===== src/rtl/axi4lite_apb_master.sv =====
// AXI4-Lite slave side to APB4 master bridge: one-deep AW/W/AR holding registers,
// round-robin write/read arbitration, one APB transfer in flight at a time.
module axi4lite_apb_master #(
    parameter int unsigned DATAWIDTH = 32,
    parameter int unsigned ADDRWIDTH = 32
) (
    input  logic                   clk,
    input  logic                   rst,
    input  logic [ADDRWIDTH-1:0]   awaddr,
    input  logic [2:0]             awprot,
    input  logic                   awvalid,
    output logic                   awready,
    input  logic [DATAWIDTH-1:0]   wdata,
    input  logic [DATAWIDTH/8-1:0] wstrb,
    input  logic                   wvalid,
    output logic                   wready,
    output logic [1:0]             bresp,
    output logic                   bvalid,
    input  logic                   bready,
    input  logic [ADDRWIDTH-1:0]   araddr,
    input  logic [2:0]             arprot,
    input  logic                   arvalid,
    output logic                   arready,
    output logic [DATAWIDTH-1:0]   rdata,
    output logic [1:0]             rresp,
    output logic                   rvalid,
    input  logic                   rready,
    output logic [ADDRWIDTH-1:0]   paddr,
    output logic [2:0]             pprot,
    output logic                   pwrite,
    output logic                   psel,
    output logic                   penable,
    output logic [DATAWIDTH-1:0]   pwdata,
    output logic [DATAWIDTH/8-1:0] pstrb,
    input  logic [DATAWIDTH-1:0]   prdata,
    input  logic                   pready,
    input  logic                   pslverr
);

    localparam int unsigned StrbWidth = DATAWIDTH / 8;

    typedef enum logic [2:0] {StIdle, StSetup, StAccess, StWresp, StRresp} state_e;

    state_e               state;
    logic                 aw_full, w_full, ar_full, wr_last;
    logic                 aw_full_d, w_full_d, ar_full_d;
    logic                 aw_hs, w_hs, ar_hs, done_wr, done_rd;
    logic                 wr_req, rd_req, grant_wr;
    logic [ADDRWIDTH-1:0] aw_addr_q, ar_addr_q;
    logic [2:0]           aw_prot_q, ar_prot_q;
    logic [DATAWIDTH-1:0] w_data_q;
    logic [StrbWidth-1:0] w_strb_q;

    always_comb begin
        aw_hs    = awvalid & awready;
        w_hs     = wvalid & wready;
        ar_hs    = arvalid & arready;
        done_wr  = (state == StAccess) & pready & pwrite;
        done_rd  = (state == StAccess) & pready & ~pwrite;
        wr_req   = aw_full & w_full;
        rd_req   = ar_full;
        grant_wr = wr_req & (~rd_req | ~wr_last);

        // A slot is never both accepting and completing: ready is low while full.
        aw_full_d = aw_full;
        w_full_d  = w_full;
        ar_full_d = ar_full;
        if (done_wr) begin
            aw_full_d = 1'b0;
            w_full_d  = 1'b0;
        end
        if (done_rd) ar_full_d = 1'b0;
        if (aw_hs)   aw_full_d = 1'b1;
        if (w_hs)    w_full_d  = 1'b1;
        if (ar_hs)   ar_full_d = 1'b1;
    end

    always_ff @(posedge clk or negedge rst) begin
        if (!rst) begin
            state     <= StIdle;
            aw_full   <= 1'b0;
            w_full    <= 1'b0;
            ar_full   <= 1'b0;
            wr_last   <= 1'b0;
            awready   <= 1'b0;
            wready    <= 1'b0;
            arready   <= 1'b0;
            aw_addr_q <= '0;
            aw_prot_q <= '0;
            ar_addr_q <= '0;
            ar_prot_q <= '0;
            w_data_q  <= '0;
            w_strb_q  <= '0;
            bresp     <= 2'b00;
            bvalid    <= 1'b0;
            rdata     <= '0;
            rresp     <= 2'b00;
            rvalid    <= 1'b0;
            paddr     <= '0;
            pprot     <= '0;
            pwrite    <= 1'b0;
            psel      <= 1'b0;
            penable   <= 1'b0;
            pwdata    <= '0;
            pstrb     <= '0;
        end else begin
            aw_full <= aw_full_d;
            w_full  <= w_full_d;
            ar_full <= ar_full_d;
            awready <= ~aw_full_d;
            wready  <= ~w_full_d;
            arready <= ~ar_full_d;

            if (aw_hs) begin
                aw_addr_q <= awaddr;
                aw_prot_q <= awprot;
            end
            if (w_hs) begin
                w_data_q <= wdata;
                w_strb_q <= wstrb;
            end
            if (ar_hs) begin
                ar_addr_q <= araddr;
                ar_prot_q <= arprot;
            end

            case (state)
                StIdle: begin
                    if (grant_wr) begin
                        paddr  <= aw_addr_q;
                        pprot  <= aw_prot_q;
                        pwrite <= 1'b1;
                        pwdata <= w_data_q;
                        pstrb  <= w_strb_q;
                        psel   <= 1'b1;
                        state  <= StSetup;
                    end else if (rd_req) begin
                        // pwdata deliberately keeps its previous value on reads.
                        paddr  <= ar_addr_q;
                        pprot  <= ar_prot_q;
                        pwrite <= 1'b0;
                        pstrb  <= '0;
                        psel   <= 1'b1;
                        state  <= StSetup;
                    end
                end
                StSetup: begin
                    penable <= 1'b1;
                    state   <= StAccess;
                end
                StAccess: begin
                    if (pready) begin
                        psel    <= 1'b0;
                        penable <= 1'b0;
                        if (pwrite) begin
                            bresp  <= pslverr ? 2'b10 : 2'b00;
                            bvalid <= 1'b1;
                            state  <= StWresp;
                        end else begin
                            rdata  <= prdata;
                            rresp  <= pslverr ? 2'b10 : 2'b00;
                            rvalid <= 1'b1;
                            state  <= StRresp;
                        end
                    end
                end
                StWresp: begin
                    if (bready) begin
                        bvalid  <= 1'b0;
                        wr_last <= 1'b1;
                        state   <= StIdle;
                    end
                end
                StRresp: begin
                    if (rready) begin
                        rvalid  <= 1'b0;
                        wr_last <= 1'b0;
                        state   <= StIdle;
                    end
                end
                default: state <= StIdle;
            endcase
        end
    end

endmodule


===== config.mk =====
export PLATFORM = sky130hd
export DESIGN_NAME = axi4lite_apb_master
export DESIGN_NICKNAME = d
export VERILOG_FILES = /design/src/rtl/axi4lite_apb_master.sv
export SDC_FILE = /design/constraint.sdc
export NUM_CORES = 1
export LEC_CHECK = 0
export ABC_CLOCK_PERIOD_IN_PS = 1600
export BUFFER_PORTS_ARGS = -buffer_cell sky130_fd_sc_hd__buf_2
export CORE_UTILIZATION = 36
export DETAILED_ROUTE_END_ITERATION = 8
export HOLD_SLACK_MARGIN = 0.02
export PLACE_DENSITY_LB_ADDON = 0.15
export RECOVER_POWER = 50
export REMOVE_ABC_BUFFERS = 1
export SYNTH_ARGS = -nofsm -noshare
export SYNTH_HDL_FRONTEND = slang
export SYNTH_SLANG_ARGS = --single-unit

===== constraint.sdc =====
create_clock -name clk -period 1.6 [get_ports clk]
set_input_delay 0.4 -clock clk [delete_from_list [all_inputs] [get_ports clk]]
set_output_delay 0.4 -clock clk [all_outputs]
set_load 0.03 [all_outputs]

-- After elaboration in Yosys (flattened, before gate mapping)
Index checks and enable logic that the tools add are counted.
- input port bits: 147
- memories: 0
- register bits: 228
- latch bits: 0
- output and inout port bits: 115
- bits in read-only memories: 0
- memory bits (writable): 0
- div/mod/pow operators: 0
- bitwise logic cells: 15
- $lt $le $gt $ge: 0
- reduce and logical (&&, ||, !) cells: 17
- add/sub/neg operators: 0
- equal/unequal tests: 10
- $mul: 0
- multiplexer cells: 37
- shift-type cells: 0
- operator list (cell ; number):
    2-to-1 mux 32 bit ; 2
    2-to-1 mux 3 bit ; 8
    2-to-1 mux 1 bit ; 18
    case mux 3 bit (5 select lines) ; 1
    AND reduction 3 bit ; 4
    AND reduction 4 bit ; 3
    nonzero test 2 bit ; 6
    != test 2 bit, second input constant ; 5
    case mux 1 bit (2 select lines) ; 5
    bitwise AND 1 bit ; 8
    2-to-1 mux 4 bit ; 2
    equality test 3 x 2 -> 1 bit, second input constant ; 2
    inverter 1 bit ; 6
    AND reduction 2 bit ; 3
    equality test 3 x 1 -> 1 bit, second input constant ; 1
    equality test 3 bit, second input constant ; 1
    logical NOT 3 bit ; 1
    != test 3 bit, second input constant ; 1
    2-to-1 mux 2 bit ; 1
    OR 1 bit ; 1

-- Depth between registers and ports, before layout
- depth after elaboration: 6
- depth in mapped cells: 7
- gate-level depth less buffers: 3

-- Worst setup path before layout
No wires, ideal clock.
- path type: reg2reg
- from: register state[2]
- to: register rdata[14]
- slack: -7 ps
- period minus slack after synthesis: 1607 ps
- arrival: 1482 ps
- stages on the path, launching flop included: 6
- buffers on the path: 2
- cells stage by stage: dfrtp_1 -> buf_6 -> nand3b_4 -> nor3_4 -> buf_4 -> mux2_2
- cells in the longest elaborated chain, start to end: 2
- RTL lines (item ; line ; RTL):
    start: declaration ; 44 ; state_e state;
    start signal: assignment ; 80 ; state <= StIdle;
    start signal: assignment ; 136 ; state <= StSetup;
    start signal: assignment ; 144 ; state <= StSetup;
    equality test 3 x 2 -> 1 bit ; 127 ; case (state)
    AND reduction 3 bit (no source line) ; n/a ;
    end signal: assignment ; 160 ; rdata <= prdata;
    end: declaration ; 24 ; output logic [DATAWIDTH-1:0] rdata,
Every way passes these cells.
A chain may end at the register's enable or synchronous reset.

-- Final worst setup path
- from: register state[1]
- to: register rdata[30]
Same word-level chain as after synthesis.

==> metrics.md <==
| Metric | Value |
|---|---|
| Worst Path Required | 2.00 ns |
| Antenna-violating nets left | 0 |
| Sw Pwr | approximately 11 mW |
| Buffers and inverters on the worst path | 3 |
| Clk_lat worst skew | 0.52 ns |
| Max-slew violation count | 0 |
| Total power | 28.5 mW |
| Grt total ovfl | 0 |
| FP Rows | 57 |
| Wire length reported by the detailed router | 22,900 um |
| Area of the die | between 20,000 and 30,000 sq um |
| Fraction of layout instances using a drive strength above 1 | 54.2% |
| Fraction of power spent switching nets | 38.8% |
| Largest voltage drop on the vdd net | 1120 uV |
| Area of combinational cells with multiple inputs | 3100 sq um |
| Total inserted antenna cells | 0 |
| Share of total power in the clock network | 21.0% |
| Slew headroom | 36.8% |
| Tightest hold margin | between 0.1 and 0.15 ns |
| Portion of total power attributed to sequential cells | 35.6% |
| Endpoint class of the critical path | flop |
| Port bufs | 259 |
| Maximum fanout along the worst path | 15 |
| Initial Util | 36.9% |
| Setup Crit Path Kind | flop to flop |
| DIE HEIGHT | 160 um |
| Worst EP arrival | 1.99 ns |
| TritonRoute pass-1 iters | 4 |
| Comb power frac | 43.4% |
| CTS tree | built |
| Final period utilization | between 90% and 100% |
| Post-synth EDFFs | 0 |
| Gr usage total | 18.0% |
| Flip-flop and latch count after synthesis | 226 |
| Total number of yosys warnings | 0 |
| Final hold vios | 0 |
| Final weighted congestion in routability-driven placement | 0.776 |
| Mapped Avg Cell Area | roughly 14 sq um |
| Fill count | 2,244 |
| Register area | roughly 5700 sq um |
| Combined area of all synthesized cells | around 9000 sq um |
| Synthesized instance count | 645 |
| Leak pwr | 5.49 nW |
| Run status | complete, no violations |
| Synth unique cells | 31 |
| Library cell with the largest summed area after synthesis | dfrtp_1 |
| Initial DRC Count | approximately 270 |
| First-pass GRT wire length | 36,900 um |
| Cell Int Power | 17.4 mW |
| Class of the tightest hold or removal check | primary input to flop |
| Clock sink total | between 200 and 250 |
| Number of setup violations in the final report | 0 |
| Final critical-path required period | ~1.6 ns |
| DRC violation count after routing | 0 |
| Area of the core | between 20,000 and 25,000 sq um |
| Register area share after synthesis | 62.6% |
| Average wire per standard cell | approximately 18 um |
| Number of buffers between clock root and the deepest sink | 3 |
| Total Nets Final | 1,071 |
| Layout area overhead | 30.4% |
| Vias in the first global route | 6,494 |
| Slowest cell on the critical path | dfrtp_1 |
| Most repeated library cell on the critical path | buf_4 |
| Cts bufs inserted | 26 |
| Final cell utilization of the core | 48.2% |
| DR vias | a little over 6,000 |
| Maximum clock rate | 627 MHz |
| Number of antenna violations at the first check in global routing | 2 |
| P per Cell Area | ~2400 nW/um^2 |
| Crit path max-delay family | buffers and inverters |
| Maximum number of pins on one net before global-route repair | 56 |
| Horiz. Die Dim | 160 um |
| Detailed-placement wirelength estimate | approximately 15,000 um |
| Cell Chain, Critical Path | buf_4, nand3b_4, nor3_4, buf_4, buf_12, mux2_2 |
| Ratio of routed vias to standard cells | 4.89 |
| Area fraction of the dominant cell type after synthesis | 62.6% |
| Largest stage delay, worst path | 0.39 ns |
| Fin Clk Skew | 0.00689 ns |
| Commonest register cell after synthesis | dfrtp_1 |
| Area contributors post-synth | dfrtp_1, mux2_2, a31oi_1, o21ai_0, a21oi_1 |
| Post-synth ARST share | 100% |
| MaxCap Viol Count | 0 |
| Level count of the clock H-tree | 1 |
| Worst slack at placement | 0.0351 ns |
| Number of I/O pins | 262 |
| Slew at the pin with the worst max-slew slack | 0.949 ns |
| Startpoint class of the critical path | flop |
| Final critical-path setup slack | 0.00398 ns |
| Clock root buffer | clkbuf_16 |
| RSZ-0062 raised after global routing | true |
| Clock-pin slew reported for the worst setup and hold paths after clock tree synthesis | 0.06 ns |
[cell families (layout without fill, tap and decap cells)]
family,Yosys count,after routing,synth area share (%)
other,1,2,0.0415
flip-flops,226,226,62.6
AND/OR/NAND/NOR,65,65,3.93
buffers and inverters,51,347,3.20
multiplexers,172,172,21.9
AO/OA/AOI/OAI,130,130,8.27
[per-stage QoR]
step / cell area (sq um) / TNS (ns) / instances
global placement: 10900 / 0 / 1215
global route: 11800 / -1.39 / 1266
detailed placement: 10900 / 0 / 1215
CTS: 11800 / 0 / 1262
floorplan: 8760 / -144.26 / 598
finish: 11800 / 0 / 1266
[power groups by stage]
stage / Combinational [mW] / Sequential [mW] / Clock, mW
5_1_grt: 13.4 / 10.5 / 6.39
2_1_floorplan: 5.34 / 12.8 / 0
3_5_place_dp: 12.5 / 10.2 / 0
3_3_place_gp: 12.4 / 10.1 / 0
6_report: 12.4 / 10.1 / 5.99
4_1_cts: 12.5 / 10.2 / 6.19
[what timing repair did]
item / 4_1_cts / 5_1_grt
buffers inserted: 1 / 3
resized for setup: 2 / 0
gates cloned: 0 / 1
endpoints found under the setup margin: 1 / 27
pin swaps: 0 / 1
hold buffers: 1 / 0
hold endpoints to repair: 24 / 0
[synthesized netlist by cell type, types with 2 or more instances]
library cell,n
mux2_2,159
buf_2,18
inv_1,3
buf_6,8
a21oi_1,39
o21ai_0,40
and2_1,3
dfrtp_1,226
a31oi_1,36
a21bo_2,2
a21boi_0,4
a22o_1,6
mux2_4,12
and3b_1,2
nand2_1,11
a21o_1,2
nor2_1,6
clkbuf_1,18
buf_4,4
nand3_1,35
[final cells by class]
| class | count | share of cell area [%] |
|---|---|---|
| sequential | 226 | 48.0 |
| multi-input combinational | 369 | 26.3 |
| timing repair buffer | 298 | 14.7 |
| clock buffer | 41 | 6.78 |
| tap | 324 | 3.44 |
| clock inverter | 5 | 0.637 |
| inverter | 3 | 0.0956 |
[cells in the final DEF, fill, tap and decap left out, types with 2 or more instances in the layout]
cell / instances
a21boi_0: 4
conb_1: 2
a21o_1: 2
buf_12: 10
nand2_1: 11
a31oi_1: 36
clkinv_2: 3
a22o_1: 6
and3b_1: 2
clkbuf_16: 28
mux2_4: 12
o21ai_0: 40
a21oi_1: 39
bufinv_16: 2
a21bo_2: 2
nor3_4: 2
clkbuf_2: 3
clkbuf_4: 4
nor2_1: 6
mux2_2: 159
clkbuf_8: 7
buf_4: 18
and2_1: 3
buf_2: 257
clkbuf_1: 9
dfrtp_1: 226
inv_1: 3
nand3_1: 35
[per-layer routing]
metal  GRT usage (%)  wire length (um)
met5               0                13
met4            3.68               363
met3            5.45              1770
met2            28.9             10600
met1            24.1             10100
[flip-flops by register name, summed over array words and instances, names as in the netlist, 3 cells and up]
name and flops:
pwdata 32, pstrb 4, w_strb_q 4, state 3
rdata 32, aw_addr_q 32, pprot 3, ar_addr_q 32
w_data_q 32, paddr 32, aw_prot_q 3, ar_prot_q 3
[worst paths after layout]
check / startpoint / to / slack, ns / cells past startpoint
setup / recovery: state[1] / rdata[30] / 0.004 / 6
hold / removal: prdata[18] / rdata[18] / 0.11 / 2
setup reg to reg: state[1] / rdata[30] / 0.004 / 6
hold reg to reg: w_data_q[24] / pwdata[24] / 0.49 / 1
max in group asynchronous: rst / aw_addr_q[21] / 0.16 / 3
min in group asynchronous: rst / aw_addr_q[16] / 0.57 / 2
Power figures use the tool's default switching activity.
